<file path="config.mk">
export PLATFORM = sky130hd
export DESIGN_NAME = bridge_req_arbiter
export DESIGN_NICKNAME = d
export VERILOG_FILES = /design/src/rtl/bridge_pkg.sv /design/src/rtl/rr_pick.sv /design/src/rtl/bridge_req_arbiter.sv
export SDC_FILE = /design/constraint.sdc
export NUM_CORES = 1
export LEC_CHECK = 0
export CAP_MARGIN = 20
export CORE_AREA = 2 2 416 418
export DETAILED_ROUTE_END_ITERATION = 12
export DIE_AREA = 0 0 418 420
export GPL_TIMING_DRIVEN = 0
export PLACE_DENSITY = 0.34
export SKIP_CTS_REPAIR_TIMING = 1
export SLEW_MARGIN = 20
export SYNTH_ARGS = -nofsm -noshare
export SYNTH_HDL_FRONTEND = slang
export SYNTH_SLANG_ARGS = --single-unit
</file>
<file path="constraint.sdc">
create_clock -name clk -period 6.2 [get_ports clk]
set_clock_uncertainty 0.2 [all_clocks]
set_input_delay 1.24 -clock clk [delete_from_list [all_inputs] [get_ports clk]]
set_output_delay 1.24 -clock clk [all_outputs]
set_load 0.05 [all_outputs]
</file>
<file path="src/rtl/bridge_pkg.sv">
// Shared types for the bridge request arbiter.
//   bridge_word_t  : 16-bit command / result / progress word
//   bridge_param_t : 128-bit parameter / response block
//   arb_state_e    : arbiter sequencing states
package bridge_pkg;

  localparam int unsigned WORD_W  = 16;
  localparam int unsigned PARAM_W = 128;

  typedef logic [WORD_W-1:0]  bridge_word_t;
  typedef logic [PARAM_W-1:0] bridge_param_t;

  typedef enum logic [2:0] {
    IDLE,
    ISSUE,
    WAIT,
    DONE,
    COOL
  } arb_state_e;

endpackage

</file>
<file path="src/rtl/rr_pick.sv">
// Combinational round-robin picker.
//   req   : request vector
//   ptr   : index with highest priority; search runs upward from it with wrap
//   grant : one-hot of the selected requester (zero when nothing requested)
//   idx   : index of the selected requester
//   any   : at least one request present
module rr_pick #(
  parameter int unsigned NUM_REQ = 4,
  parameter int unsigned IDX_W   = $clog2(NUM_REQ)
) (
  input  logic [NUM_REQ-1:0] req,
  input  logic [IDX_W-1:0]   ptr,
  output logic [NUM_REQ-1:0] grant,
  output logic [IDX_W-1:0]   idx,
  output logic               any
);

  logic [IDX_W-1:0] pos;

  always_comb begin
    grant = '0;
    idx   = '0;
    any   = 1'b0;
    pos   = '0;
    for (int unsigned k = 0; k < NUM_REQ; k++) begin
      pos = IDX_W'((32'(ptr) + k) % NUM_REQ);
      if (!any && req[pos]) begin
        any        = 1'b1;
        idx        = pos;
        grant[pos] = 1'b1;
      end
    end
  end

endmodule

</file>
<file path="src/rtl/bridge_req_arbiter.sv">
// Shares the driver's single request channel among NUM_REQ requesters.
// One command in flight at a time, round-robin grants, completion routed
// back to the granted requester.
//   clk, reset_n              : clock, async active-low reset
//   rq_valid/rq_word/rq_param : per-requester command (packed slices)
//   rq_grant                  : one-hot requester currently in flight
//   rq_progress               : driver progress forwarded while waiting
//   rq_done                   : one-cycle completion pulse to the granted requester
//   rq_result/rq_response     : completion data, valid with rq_done
//   req_*                     : driver request channel
module bridge_req_arbiter
  import bridge_pkg::*;
#(
  parameter int unsigned NUM_REQ = 4
) (
  input  logic                       clk,
  input  logic                       reset_n,
  input  logic [NUM_REQ-1:0]         rq_valid,
  input  logic [NUM_REQ*WORD_W-1:0]  rq_word,
  input  logic [NUM_REQ*PARAM_W-1:0] rq_param,
  output logic [NUM_REQ-1:0]         rq_grant,
  output bridge_word_t               rq_progress,
  output logic [NUM_REQ-1:0]         rq_done,
  output bridge_word_t               rq_result,
  output bridge_param_t              rq_response,
  output logic                       req_valid,
  output bridge_word_t               req_word,
  output bridge_param_t              req_param,
  input  bridge_word_t               req_progress,
  input  logic                       req_done,
  input  bridge_word_t               req_result,
  input  bridge_param_t              req_response
);

  localparam int unsigned IDX_W = $clog2(NUM_REQ);

  arb_state_e         state;
  logic [IDX_W-1:0]   idx;
  logic [IDX_W-1:0]   rr_ptr;
  logic [NUM_REQ-1:0] pick_grant;
  logic [IDX_W-1:0]   pick_idx;
  logic               pick_any;

  rr_pick #(
    .NUM_REQ (NUM_REQ),
    .IDX_W   (IDX_W)
  ) u_pick (
    .req   (rq_valid),
    .ptr   (rr_ptr),
    .grant (pick_grant),
    .idx   (pick_idx),
    .any   (pick_any)
  );

  always_ff @(posedge clk or negedge reset_n) begin
    if (!reset_n) begin
      state       <= IDLE;
      idx         <= '0;
      rr_ptr      <= '0;
      rq_grant    <= '0;
      rq_done     <= '0;
      rq_progress <= '0;
      rq_result   <= '0;
      rq_response <= '0;
      req_valid   <= 1'b0;
      req_word    <= '0;
      req_param   <= '0;
    end else begin
      unique case (state)
        IDLE: begin
          if (pick_any) begin
            idx       <= pick_idx;
            rq_grant  <= pick_grant;
            req_word  <= rq_word[WORD_W*pick_idx +: WORD_W];
            req_param <= rq_param[PARAM_W*pick_idx +: PARAM_W];
            req_valid <= 1'b1;
            state     <= ISSUE;
          end
        end
        // Driver samples req_valid in its idle state; one cycle is enough.
        ISSUE: begin
          req_valid <= 1'b0;
          state     <= WAIT;
        end
        WAIT: begin
          rq_progress <= req_progress;
          if (req_done) begin
            rq_result   <= req_result;
            rq_response <= req_response;
            rq_done     <= NUM_REQ'(1) << idx;
            state       <= DONE;
          end
        end
        // Completed requester becomes lowest priority for the next pick.
        DONE: begin
          rq_done  <= '0;
          rq_grant <= '0;
          rr_ptr   <= (idx == IDX_W'(NUM_REQ-1)) ? '0 : idx + 1'b1;
          state    <= COOL;
        end
        COOL: begin
          state <= IDLE;
        end
        default: begin
          state <= IDLE;
        end
      endcase
    end
  end

endmodule

</file>
==> impl_metrics.toml, run 1 <==
[worst_setup_path]
cp.arrival_ns = 4.82
criticalPathCategory = "in -> reg"
crit_required_ns = 6.47
cp_slowest_stage_delay_ns = 0.80
crit_top_cell = "a211oi_1"
cp_slowest_cell = "a211oi_1"
path_cells = "clkdlybuf4s50_1, mux4_2, o211ai_4, buf_16, nand2_8, buf_6, buf_4, a211oi_1, a211oi_1"
cp_max_fo = 10
cp-end-kind = "flip-flop"
critPathLaunchType = "input port"

[placement]
dp_hpwl_um = 107000
dp_cells = 4722
gp_congestion = 0.834
dpl_cell_area_um2 = 30400
io_buffers = 1054
place_ws_ns = 0.730

[layout]
fin_cells = 4811
layout_commonest_cell = "clkdlybuf4s50_1"
layout-drive-gt1-share_pct = 16.3
finalNetCount = 3295
num-fill-cells = 18800
final_cell_mix = "clkdlybuf4s50_1 (1,053), dfrtp_1 (320), a211oi_1 (182)"
final_core_util_pct = 18.7
syn_to_final_growth_pct = 89.0
fin_area_um2 = 32000

[sta]
setup_viol = 0
period_share_pct = 73.3
rsz0062_at_grt = "no"
fin_ws_ns = 1.66
worstMarginPinSlew_ns = 1.13
max_freq_mhz = 220
finalHoldViolCount = 0
slew_viol_final = 0
maxSlewHeadroom_pct = 24.6
fin_crit_ns = 4.54
tns_ns = 0

[floorplan]
placeableCoreArea_um2 = 171000
rows = 152
die-width_um = 418
pin_count = 1056
initial_core_util_pct = 9.89
die_y_um = 420
dieArea_um2 = 176000

[drt]
drc = 0
routed_via_density = 3.46
routed-wl-met2_um = 67000
drt-total-wl_um = 128000
drt_iter0_markers = 748
wl_per_cell_um = 26.6
drt_pre_antenna_iters = 5
maxUsedRoutingLayer = "met5"
met3_length_um = 7830
postRouteAntennaNets = 0
wl_met1_um = 50800
vias = 16700

[logic_synthesis]
yosys_register_bits = 320
synthCells = 1430
yosysUniqueCellTypes = 44
synth_edf_count = 0
ys.flop_type = "dfrtp_1"
ys_async_sr_fraction_pct = 100
syn-num-nets = 2185
yosysSeqAreaShare_pct = 47.4
syn_area_per_cell_um2 = 11.8
yosysWarnings = 0
syn_area_um2 = 16900

[clocking]
clk_pin_slew_ns = 0.06
cts_root_buffer = "clkbuf_16"
cts_sinks = 320
htreeDepth = 2
cts-buffers-inserted = 49
cts_tree = "yes"
clk_latency_ns = 0.64
ctsLongestPathBuffers = 3

[grt]
grt_pass1_wl_um = 166000
grt_max_degree = 79
antenna_found_initial = 39
grt_pass1_vias = 17500
grt_overflow = 0
grt_usage_pct = 13.9

[power_and_ir_drop]
ir_drop_mv = 0.218
cellLeakagePower_uw = 0.0120
p_per_area_nw_per_um2 = 623

[run]
max-cap-violations = 0

[run_status]
status = "finished clean"

[worst_hold_path]
hold_path_class = "in -> async"
==> Yosys cell counts (2+ instances only) <==
cell,instances,area [um^2]
dfrtp_1,320,8010
buf_4,18,135
and3b_1,2,17.5
buf_8,2,30.0
mux4_2,3,67.6
nand3_1,4,20.0
buf_6,4,45.0
ha_1,12,150
a211oi_2,106,1330
nor3b_1,2,15.0
buf_12,7,140
or3_1,2,12.5
nand2_1,10,37.5
mux2i_1,147,1470
buf_2,34,170
and3_1,145,907
a22oi_1,5,37.5
o21ai_0,11,55.1
a21o_1,2,15.0
o211ai_1,2,15.0
inv_1,6,22.5
a221oi_1,4,35.0
clkbuf_1,67,251
nor2_1,154,578
a211oi_1,183,1370
mux2_2,160,1800
==> metrics by stage <==
step,total power [uW],hold WS (ns)
final,19900,0.300
after global routing,21000,0.264
after CTS,20400,0.247
after detailed placement,17400,0.294
after global placement,17500,0.289
after floorplan,11800,0.274
==> final cells by class <==
cell class / instances / area [um^2] / share of cell area, %
repair buffers: 1059 / 10700 / 33.5
flip-flops and latches: 320 / 8010 / 25.1
clock buffers: 74 / 1380 / 4.32
plain buffers: 133 / 778 / 2.43
diodes: 2 / 5.00 / 0.0157
inverters: 6 / 22.5 / 0.0705
multi-input cells: 971 / 8120 / 25.4
clock inverters: 13 / 168 / 0.525
well taps: 2233 / 2790 / 8.74
==> worst max-delay path: cells and delay by family <==
family          cells  cell delay (ns)
buf+inv             4             1.27
simple gates        1             0.15
mux                 1             0.67
compound gates      3             1.44
==> cells by family after synthesis <==
logic type                 synth area share (%)
and+or+nand+nor                            9.88
buffers and inverters                      4.72
muxes                                      19.9
xor gates and xnor gates                 0.0518
AOI/OAI and AO/OA                          17.2
DFF                                        47.4
adders and majority gates                 0.888
==> sequential cells by signal (all words and copies together) (netlist names) <==
name,flops
rr_ptr,2
rq_done,4
rq_progress,16
rq_grant,4
rq_response,128
idx,2
req_param,128
req_valid,1
req_word,16
state,3
rq_result,16
==> metal layers <==
| layer | up-vias | GRT usage [%] |
|---|---|---|
| li1 | 7600 | - |
| met1 | 8328 | 16.4 |
| met2 | 556 | 25.4 |
| met3 | 140 | 3.69 |
| met4 | 44 | 2.47 |
| met5 | - | 0 |
==> worst paths after layout <==
path                                    end  slack (ns)             start  cells past startpoint
max                           req_param[65]        1.66       rq_valid[2]                      9
min in group clk           rq_response[119]        0.30  rq_response[119]                      1
min reg2reg                rq_response[119]        0.30  rq_response[119]                      1
max reg2reg                   req_param[65]        1.66         rr_ptr[0]                     11
min                         rq_progress[12]        0.30           reset_n                      1
max in group asynchronous  rq_response[118]        4.26           reset_n                      3
==> report_power, final <==
part / internal [uW] / switching [uW] / leakage [uW]
Clock: 1620 / 1190 / 0.000747
Combinational: 4600 / 8670 / 0.00757
Sequential: 3190 / 650 / 0.00369
No activity file was read; power rests on OpenSTA's default activity.
==> run 2: changes to the inputs <==
- CORE_AREA: 2 2 416 418 -> 2 2 408 410
- DIE_AREA: 0 0 418 420 -> 0 0 410 412
- PLACE_DENSITY: 0.34 -> 0.35
- clock period: 6.2 -> 4.5 ns (I/O delays scaled with it)
==> impl_metrics.toml, run 2 (synthesis gave the netlist of run 1 again) <==
[drt]
routed_via_density = 3.49
vias = 16700
drc = 0
drt-total-wl_um = 120000
wl_per_cell_um = 25.1
drt_iter0_markers = 866
postRouteAntennaNets = 0
drt_pre_antenna_iters = 5

[grt]
grt_overflow = 0
grt_usage_pct = 13.5
grt_pass1_vias = 17400
antenna_found_initial = 33
grt_pass1_wl_um = 157000
grt_max_degree = 82

[sta]
worstMarginPinSlew_ns = 1.08
setup_viol = 0
finalHoldViolCount = 0
maxSlewHeadroom_pct = 27.7
slew_viol_final = 0
rsz0062_at_grt = "yes"
period_share_pct = 94.0
fin_crit_ns = 4.23
tns_ns = 0
fin_ws_ns = 0.270
max_freq_mhz = 236

[worst_setup_path]
rr_worst_depth = 11
cp_max_fo = 10
r2r_start = "rr_ptr[0]"
cp-end-kind = "flip-flop"
crit_required_ns = 4.75
cp.arrival_ns = 4.48
r2r_slack_ns = 0.27
timing.rr.end = "req_param[107]"
criticalPathCategory = "reg -> reg"
critPathLaunchType = "flip-flop"

[clocking]
cts_root_buffer = "clkbuf_16"
cts_sinks = 320
cts_tree = "yes"
clk_pin_slew_ns = 0.06
clk_latency_ns = 0.63
cts-buffers-inserted = 47
ctsLongestPathBuffers = 3
htreeDepth = 2

[layout]
reg_top3 = "req_param: 128 flops, rq_response: 128 flops"
final_cell_mix = "clkdlybuf4s50_1 (1,053), dfrtp_1 (320), a211oi_1 (177)"
layout-drive-gt1-share_pct = 16.9
finalNetCount = 3296
layout_commonest_cell = "clkdlybuf4s50_1"
fin_area_um2 = 32100
fin_cells = 4783
syn_to_final_growth_pct = 89.6
final_core_util_pct = 19.5

[floorplan]
initial_core_util_pct = 10.3
dieArea_um2 = 169000
rows = 149
placeableCoreArea_um2 = 164000
die-width_um = 410
pin_count = 1056
die_y_um = 412

[power_and_ir_drop]
ir_drop_mv = 0.402
p_per_area_nw_per_um2 = 853
cellLeakagePower_uw = 0.0121

[placement]
dp_cells = 4678
dp_hpwl_um = 100000
io_buffers = 1054
dpl_cell_area_um2 = 30300
place_ws_ns = -0.907
gp_congestion = 0.833

[run_status]
status = "finished clean"

[run]
max-cap-violations = 0

[worst_hold_path]
hold_depth = 1
hold_path_class = "reg -> reg"
whs_endpoint = "rq_result[1]"
hold_start = "rq_result[1]"
[run 2: changes by cell type in the layout (fill, tap and decap cells not counted), moves of 2 or more]
cell,change
mux2i_2,-2
clkbuf_1,-12
clkbuf_2,+4
a211oi_4,+2
buf_1,+2
clkinv_2,+6
diode_2,+12
clkbuf_16,-2
clkbuf_8,+4
mux2i_1,+2
a211oi_2,+3
a211oi_1,-5
[run 2: report_power, final]
group / switching [uW] / internal, uW / total (uW)
Combinational: 11800 / 6380 / 18200
Sequential: 879 / 4400 / 5280
Clock: 1640 / 2280 / 3920
Total: 14300 / 13100 / 27400
[run 2: worst max-delay path by stage]
stage                start              to  slack, ns  depth (start not counted)
3_5_place_dp   rq_valid[2]   req_param[98]      -0.91                          9
3_3_place_gp       reset_n   req_param[79]     -15.27                          1
6_report         rr_ptr[0]  req_param[107]       0.27                         11
2_1_floorplan    rr_ptr[0]  req_param[122]       1.42                         10
5_1_grt          rr_ptr[0]   req_param[96]      -0.06                         11
4_1_cts        rq_valid[2]   req_param[96]      -0.21                          9
[run 2: critical path, cell delays in order (launching register included)]
cell      delay (ns)
dfrtp_1         0.55
buf_4           0.27
inv_1           0.17
ha_1            0.45
mux4_2          0.46
nor2b_4         0.24
o21ai_4         0.11
clkbuf_2        0.34
clkbuf_1        0.33
and3_1          0.24
a211oi_1        0.58
a211oi_2        0.09
[run 2: layout make-up]
class                   instances  area (um^2)
fillers                     18000       132000
inverters                       6         22.5
clock buffers                  70         1360
flip-flops and latches        320         8010
clock inverters                18          229
diodes                         14         35.0
well taps                    2189         2740
repair buffers               1062        10700
plain buffers                 133          783
multi-input cells             971         8160
[run 2: per-stage QoR]
stage,hold slack (ns),power (uW)
after floorplan,0.274,16300
after global placement,0.288,23700
after detailed placement,0.294,23700
after CTS,-0.0346,27800
after global routing,0.316,28800
final,0.301,27400
[run 2: routing by layer]
layer	routed length [um]	vias to the layer above	part of all wire [%]	track usage (%)
li1	-	7607	-	-
met1	49400	8363	41	16.3
met2	61200	615	51	24.1
met3	7680	119	6.4	3.67
met4	1900	8	1.6	2.51
met5	42	-	0.035	0
==> run 3: changes to the inputs <==
- CORE_AREA: 2 2 408 410 -> 2 2 406 408
- DIE_AREA: 0 0 410 412 -> 0 0 408 410
- PLACE_DENSITY: 0.35 -> 0.36
- clock period: 4.5 -> 3.45 ns (I/O delays scaled with it)
==> impl_metrics.toml, run 3 (synthesis gave the netlist of run 1 again) <==
[drt]
drt_pre_antenna_iters = 5
drc = 0
postRouteAntennaNets = 0
wl_per_cell_um = 25.4
drt-total-wl_um = 122000
vias = 16900
drt_iter0_markers = 856
routed_via_density = 3.51

[sta]
max_freq_mhz = 294
fin_crit_ns = 3.41
slew_viol_final = 0
maxSlewHeadroom_pct = 33.5
rsz0062_at_grt = "yes"
period_share_pct = 98.7
worstMarginPinSlew_ns = 0.994
finalHoldViolCount = 0
setup_viol = 0

[layout]
layout_commonest_cell = "clkdlybuf4s50_1"
fin_cells = 4824
final_core_util_pct = 19.9
layout-drive-gt1-share_pct = 19.5
reg_top3 = "req_param: 128 flops, rq_response: 128 flops"
num-fill-cells = 18100
final_cell_mix = "clkdlybuf4s50_1 (1,051), dfrtp_1 (318), a211oi_1 (171)"
fin_area_um2 = 32600
finalNetCount = 3329
syn_to_final_growth_pct = 92.6

[clocking]
cts-buffers-inserted = 47
htreeDepth = 2
cts_tree = "yes"
clk_pin_slew_ns = 0.06
ctsLongestPathBuffers = 3
cts_root_buffer = "clkbuf_16"
clk_latency_ns = 0.61
cts_sinks = 320

[worst_setup_path]
crit_path_end = "req_param[96]"
critPathLaunchType = "flip-flop"
cp.arrival_ns = 3.73
cp_max_fo = 11
criticalPathCategory = "reg -> reg"
crit_required_ns = 3.78
r2r_slack_ns = 0.04
timing.rr.end = "req_param[96]"
cp-end-kind = "flip-flop"
r2r_start = "rr_ptr[1]"
rr_worst_depth = 12
crit_path_start = "rr_ptr[1]"

[power_and_ir_drop]
ir_drop_mv = 0.432
p_per_area_nw_per_um2 = 1110
cellLeakagePower_uw = 0.0124

[grt]
grt_usage_pct = 13.9
antenna_found_initial = 52
grt_max_degree = 81
grt_pass1_wl_um = 159000
grt_pass1_vias = 17400
grt_overflow = 0

[run]
max-cap-violations = 0

[floorplan]
dieArea_um2 = 167000
placeableCoreArea_um2 = 163000
pin_count = 1056
die-width_um = 408
initial_core_util_pct = 10.3
die_y_um = 410
rows = 149

[placement]
dp_hpwl_um = 102000
gp_congestion = 0.850
io_buffers = 1054
dpl_cell_area_um2 = 30300
dp_cells = 4678

[run_status]
status = "finished clean"

[worst_hold_path]
hold_path_class = "reg -> reg"
[run 3: final cells by class]
class	count	area, um^2	share of cell area, %
antenna	26	65.1	0.200
buffer	133	900	2.76
clock buffer	71	1400	4.29
clock inverter	13	136	0.419
inverter	6	30.0	0.0922
multi-input combinational	971	8280	25.4
sequential	320	8010	24.6
tap	2189	2740	8.41
timing repair buffer	1095	11000	33.8
[run 3: critical path, cell delays in order, from the launching register on]
cell and delay (ns):
dfrtp_2 0.41, buf_6 0.14, clkinvlp_4 0.12, ha_4 0.32, mux4_2 0.38, buf_4 0.18, o211ai_4 0.19, buf_4 0.17
buf_4 0.23, buf_2 0.31, and3_1 0.36, a211oi_1 0.09, a211oi_2 0.19
[run 3: power by group]
part	switching, uW	internal, uW
sequential	1200	5740
combinational	15500	8840
clock	2110	2870
[run 3: worst min path at each step]
stage | start | to | slack [ns] | depth (start not counted)
2_1_floorplan | reset_n | idx[0] | 0.19 | 0
3_3_place_gp | rq_response[120] | rq_response[120] | 0.29 | 1
3_5_place_dp | rq_progress[1] | rq_progress[1] | 0.29 | 1
4_1_cts | reset_n | rq_response[108] | -0.29 | 1
5_1_grt | rq_response[74] | rq_response[74] | 0.32 | 1
6_report | rq_response[114] | rq_response[114] | 0.30 | 1
[run 3: stage by stage]
stage / setup slack (ns) / power [uW] / hold slack (ns) / TNS, ns
3_3_place_gp: -16.10 / 30900 / 0.288 / -5376.63
2_1_floorplan: 0.367 / 21200 / 0.194 / 0
6_report: 0.0434 / 36300 / 0.303 / 0
3_5_place_dp: -1.46 / 30900 / 0.294 / -197.09
5_1_grt: -0.0713 / 38100 / 0.316 / -0.308
4_1_cts: -1.18 / 36100 / -0.293 / -142.72
[run 3: per-layer routing]
layer	wire length [um]	part of all wire, %	global-route usage, %	vias to the layer above
met2	61300	50	24.0	681
met5	50	0.041	0.0287	-
li1	-	-	-	7695
met4	3160	2.6	4.47	8
met1	48200	39	16.2	8405
met3	9620	7.9	4.51	145
